<file path="src/rtl/fetch_stage_controller.sv">
// Fetch stage: owns the PC and the IF/ID register. It handles hold requests
// and branch redirects that squash the pipeline.
module fetch_stage_controller #(
    parameter logic [15:0] RESET_PC      = 16'h0000,
    parameter logic [15:0] NOP_INST      = 16'h0000,
    parameter int unsigned SQUASH_CYCLES = 1
) (
    input  logic        clock,
    input  logic        reset_n,
    input  logic        stall,
    input  logic        branch_taken,
    input  logic [15:0] branch_target,
    input  logic [15:0] imem_data,
    output logic [15:0] pc,
    output logic        pcwrite,
    output logic [15:0] ifid_inst,
    output logic [15:0] ifid_pc,
    output logic        ifid_valid,
    output logic [1:0]  fetch_state,
    output logic [7:0]  stall_count,
    output logic [7:0]  flush_count
);

    // Handshake: stall is a level-sensitive advance enable (1 = advance,
    // 0 = hold). branch_taken overrides it in every state, and pcwrite tells
    // upstream in the same cycle whether pc changes at the coming edge.

    typedef enum logic [1:0] {
        ST_RUN    = 2'd0,
        ST_HOLD   = 2'd1,
        ST_SQUASH = 2'd2
    } state_t;

    localparam logic [3:0] SQUASH_LOAD = 4'(SQUASH_CYCLES);

    state_t      state_q, state_d;
    logic [3:0]  squash_q, squash_d;
    logic [15:0] pc_q, pc_d;
    logic [15:0] inst_q, inst_d;
    logic [15:0] ipc_q, ipc_d;
    logic        valid_q, valid_d;
    logic [7:0]  stall_cnt_q, stall_cnt_d;
    logic [7:0]  flush_cnt_q, flush_cnt_d;

    always_comb begin
        state_d     = state_q;
        squash_d    = squash_q;
        pc_d        = pc_q;
        inst_d      = inst_q;
        ipc_d       = ipc_q;
        valid_d     = valid_q;
        stall_cnt_d = stall_cnt_q;
        flush_cnt_d = flush_cnt_q;

        if (branch_taken) begin
            // A redirect wins over a simultaneous hold request.
            pc_d     = branch_target;
            inst_d   = NOP_INST;
            valid_d  = 1'b0;
            state_d  = ST_SQUASH;
            squash_d = SQUASH_LOAD;
            if (flush_cnt_q != 8'hFF) begin
                flush_cnt_d = flush_cnt_q + 8'd1;
            end
        end else begin
            case (state_q)
                ST_SQUASH: begin
                    // Bubbles stay in IF/ID. Leave when the count runs out.
                    inst_d  = NOP_INST;
                    valid_d = 1'b0;
                    if (squash_q <= 4'd1) begin
                        squash_d = 4'd0;
                        state_d  = ST_RUN;
                    end else begin
                        squash_d = squash_q - 4'd1;
                    end
                end
                default: begin
                    if (!stall) begin
                        state_d = ST_HOLD;
                        if (stall_cnt_q != 8'hFF) begin
                            stall_cnt_d = stall_cnt_q + 8'd1;
                        end
                    end else begin
                        inst_d  = imem_data;
                        ipc_d   = pc_q;
                        valid_d = 1'b1;
                        pc_d    = pc_q + 16'd1;
                        state_d = ST_RUN;
                    end
                end
            endcase
        end
    end

    always_comb begin
        pcwrite = branch_taken | ((state_q != ST_SQUASH) & stall);
    end

    always_ff @(posedge clock or negedge reset_n) begin
        if (!reset_n) begin
            state_q     <= ST_RUN;
            squash_q    <= 4'd0;
            pc_q        <= RESET_PC;
            inst_q      <= NOP_INST;
            ipc_q       <= 16'h0000;
            valid_q     <= 1'b0;
            stall_cnt_q <= 8'h00;
            flush_cnt_q <= 8'h00;
        end else begin
            state_q     <= state_d;
            squash_q    <= squash_d;
            pc_q        <= pc_d;
            inst_q      <= inst_d;
            ipc_q       <= ipc_d;
            valid_q     <= valid_d;
            stall_cnt_q <= stall_cnt_d;
            flush_cnt_q <= flush_cnt_d;
        end
    end

    assign pc          = pc_q;
    assign ifid_inst   = inst_q;
    assign ifid_pc     = ipc_q;
    assign ifid_valid  = valid_q;
    assign fetch_state = state_q;
    assign stall_count = stall_cnt_q;
    assign flush_count = flush_cnt_q;

endmodule

</file>
<file path="config.mk">
export PLATFORM = sky130hd
export DESIGN_NAME = fetch_stage_controller
export DESIGN_NICKNAME = d
export VERILOG_FILES = /design/src/rtl/fetch_stage_controller.sv
export SDC_FILE = /design/constraint.sdc
export NUM_CORES = 1
export LEC_CHECK = 0
export ABC_AREA = 1
export CORE_AREA = 2 2 87 89
export CTS_BUF_LIST = sky130_fd_sc_hd__clkbuf_8
export CTS_CLUSTER_DIAMETER = 60
export DETAILED_ROUTE_END_ITERATION = 6
export DIE_AREA = 0 0 89 91
export GPL_ROUTABILITY_DRIVEN = 0
export PLACE_DENSITY = 0.81
export SYNTH_ARGS = -nofsm -noshare
export SYNTH_HDL_FRONTEND = slang
export SYNTH_SLANG_ARGS = --single-unit
</file>
<file path="constraint.sdc">
create_clock -name clock -period 1.6 [get_ports clock]
set_input_delay 0.48 -clock clock [delete_from_list [all_inputs] [get_ports clock]]
set_output_delay 0.48 -clock clock [all_outputs]
set_load 0.1 [all_outputs]
</file>
==> results.md, run 1 <==
## Critical path
* **launch point of the worst path** fetch_state[0]
* **type of origin of the critical path** flip-flop
* **Crit Path Max Fanout** 2
* **critical path data arrival time** 1.25 ns
* **r2r worst-path depth** 6
* **required arrival time at the worst endpoint** 1.12 ns
* **Reg-to-Reg Start** pc[1]
* **start-to-end type of the worst setup path** flip-flop to output pin
* **endpoint class of the critical path** output pin
* **slack of the worst reg-to-reg path** 0.07 ns
* **Critical Path Sink** pcwrite
* **capture point of the worst reg-to-reg path** pc[8]

## Die
* **floorplan core area** 0.007137 mm^2
* **initial core utilization** 47.16%
* **top-level I/O count** 104
* **Site Rows** 31
* **Vert. Die Dim** 91 um
* **die outline area** 0.008099 mm^2
* **Die Width** 89 um

## Yosys
* **Post-Synthesis Cells** 389
* **Synth Cell Area** 0.003366 mm^2
* **Synth Register Bits** 71
* **main area contributors after synthesis** sky130_fd_sc_hd__dfrtp_1 53%, sky130_fd_sc_hd__nand2_1 12%, sky130_fd_sc_hd__o21ai_0 4.9%, sky130_fd_sc_hd__nand3_1 4.5%, sky130_fd_sc_hd__a22o_1 4.2%
* **most used flip-flop cell after synthesis** sky130_fd_sc_hd__dfrtp_1
* **area fraction of the dominant cell type after synthesis** 52.79%
* **most frequently used cell type in the post-synthesis netlist** sky130_fd_sc_hd__nand2_1
* **Post-synth EDFFs** 0
* **fraction of the yosys area taken by sequential cells** 52.79%
* **Async S/R FF share, synth** 100.0%
* **most numerous cell types in the synthesized netlist** 110 x sky130_fd_sc_hd__nand2_1, 71 x sky130_fd_sc_hd__dfrtp_1, 37 x sky130_fd_sc_hd__inv_1, 33 x sky130_fd_sc_hd__o21ai_0, 30 x sky130_fd_sc_hd__nand3_1
* **synthesized area divided by synthesized cell count** 8.652 um^2
* **Net Count, Synth** 430
* **post-synthesis cell type count** 30
* **YS warnings** 0
* **cell taking the most area after synthesis** sky130_fd_sc_hd__dfrtp_1

## Route
* **DRT Wirelength** 10,130 um
* **count of routing violations after the opening detailed-route iteration** 257
* **via count** 3,328
* **total length of routed met2 wires** 5302 um
* **post-route DRC violation count** 0
* **mean routed wirelength per cell** 16.34 um
* **met3 wire len** 720 um
* **Highest Signal Layer** met4
* **via density per instance** 5.368
* **total iterations of the first detailed-routing run** 5
* **M1 wire length** 3775 um
* **Antenna Nets Post-Route** 0

## Clocking
* **clock slew at reported path FFs** 0.08 ns
* **TritonCTS clock tree** done
* **clock network latency to the later pin of the worst-skew pair** 0.35 ns
* **sinks on the clock net** 71
* **CTS root buf** sky130_fd_sc_hd__clkbuf_8
* **clock tree buffer depth** 2
* **total clock buffers created by CTS** 9
* **depth of the CTS H-tree** 3

## Global routing
* **sum of overflow across all layers after global routing** 0
* **number of global-route vias before repair** 3,482
* **initial antenna violation count** 0
* **wire length of the first global-routing pass** 16,550 um
* **maximum number of pins on one net before global-route repair** 34
* **global-route usage over all layers** 26.33%

## STA
* **transition time at the pin with the least slew margin** 0.4079 ns
* **Final Hold Vio Count** 0
* **Setup Viol. Count Final** 2
* **final cycle utilization of the critical path** 108.2%
* **Clock Skew** 0.01267 ns
* **RSZ-0062 raised after global routing** yes
* **maximum clock frequency** 577.9 MHz
* **max-slew violation total from the final report** 0
* **crit path setup slack, layout** -0.1305 ns
* **Period minus WS final** 1.731 ns
* **relative slew slack** 72.71%

## Placement
* **worst-case setup slack after placement** -0.3031 ns
* **Post-Place Cells** 596
* **number of input and output port buffers inserted** 103
* **final HPWL from detailed placement** 7373 um

## Power
* **IR Drop Worst-Case VDD** 1.691 mV
* **power density of the placed cells** 1599 mW/mm^2
* **leakage power summed over all cells** 0.002663 uW

## Min path
* **min-delay worst type** input pin to asynchronous set/reset pin

## Flow run
* **Max-cap violations** 0

## Cells and area
* **layout filler cell count** 388
* **Final #Nets** 557
* **number of non-filler instances in the completed layout** 620
* **multi-input logic area** 0.001465 mm^2
* **total area of sequential cells** 0.001838 mm^2
* **share of layout cells above drive strength 1** 30.90%
* **antenna cell count** 0
* **Layout area overhead** 70.59%

## Status
* **status** finished, violations left
* **violations in the final reports** setup timing

-- sequential cells by signal, indices dropped and copies added, names as in the netlist --
| register | flops |
|---|---|
| fetch_state | 2 |
| flush_count | 8 |
| ifid_inst | 16 |
| ifid_pc | 16 |
| ifid_valid | 1 |
| pc | 16 |
| squash_q | 4 |
| stall_count | 8 |
-- area by class of cell --
cell class	instances	area share, %
timing repair buffer	128	33.93
sequential	71	32.01
multi-input combinational	267	25.52
inverter	39	2.659
clock buffer	9	2.157
tap	99	2.157
clock inverter	7	1.569
-- routing by layer --
metal | global-route usage (%) | vias up
met1 | 31.48 | 1604
li1 | - | 1521
met2 | 44.78 | 166
met5 | 0 | -
met4 | 11.82 | 0
met3 | 5.545 | 37
-- cells by family (layout without fill, tap and decap cells) --
logic type	after synthesis	after routing	synth area share, %
compound gates	64	64	11.86
xor+xnor	14	14	3.643
fa+ha+maj	5	5	1.859
buf+inv	51	183	6.319
flops	71	71	52.79
simple gates	184	184	23.53
-- worst min path at each step --
stage,from,end,slack [ns],cells after the start
global route,squash_q[0],squash_q[0],0.55,1
finish,reset_n,ifid_pc[7],0.53,2
global placement,reset_n,ifid_pc[11],0.36,1
CTS,reset_n,ifid_pc[10],0.53,2
detailed placement,reset_n,ifid_pc[10],0.35,1
floorplan,reset_n,flush_count[2],0.18,0
-- critical path, cell delays in order (launching register included) --
cell	delay, ns
sky130_fd_sc_hd__dfrtp_4	0.48
sky130_fd_sc_hd__inv_2	0.07
sky130_fd_sc_hd__nand2_4	0.06
sky130_fd_sc_hd__nand2_4	0.07
sky130_fd_sc_hd__nand2_4	0.06
sky130_fd_sc_hd__buf_12	0.16
-- metrics by stage --
step | setup TNS, ns | hold WS (ns) | instance area (um^2) | power (uW) | utilization (%)
after floorplan | -0.03182 | 0.1844 | 3492 | 5577 | -
after global placement | -8.390 | 0.3551 | 5419 | 7467 | 75.93
after detailed placement | -10.61 | 0.3543 | 5419 | 7580 | 75.93
after CTS | -0.1565 | 0.5278 | 5685 | 9151 | 79.66
after global routing | -0.2320 | 0.5530 | 5742 | 9504 | 80.45
final | -0.1690 | 0.5265 | 5742 | 9183 | 80.45
-- what timing repair did --
item,CTS,global route
hold buffers,1,0
pin swaps,2,2
setup endpoints to repair,1,19
hold endpoints to repair,6,0
gates resized for setup,6,7
setup buffers,4,3
-- report_power, final --
part           switching (uW)  internal [uW]  leakage, uW
Sequential                571           2190     0.000869
Combinational            3150           1710      0.00168
Clock                     691            870     0.000116
-- layout by cell type, fill, tap and decap left out, drive strengths merged --
cell,count
xor2,7
a21oi,5
nand2,112
dlygate4sd3,1
dlygate4sd2,2
o22ai,3
nand4,4
a22o,16
clkinvlp,1
buf,93
dfrtp,71
xnor2,7
clkinv,3
nor2,32
o21ai,35
a31oi,1
clkdlybuf4s50,32
nand3b,1
ha,5
bufinv,2
nor3,4
clkbuf,9
inv,40
nand3,31
o211ai,4
Note: power is estimated with default switching activity, not from simulation.
==> inputs of run 2 (changes only) <==
--- a/config.mk
+++ b/config.mk
@@ -13,6 +13,7 @@
 export DIE_AREA = 0 0 89 91
 export GPL_ROUTABILITY_DRIVEN = 0
 export PLACE_DENSITY = 0.81
+export SLEW_MARGIN = 15
 export SYNTH_ARGS = -nofsm -noshare
 export SYNTH_HDL_FRONTEND = slang
 export SYNTH_SLANG_ARGS = --single-unit
==> results of run 2 <==
Same layout as run 1: the final DEF is identical, and so are final timing and power.
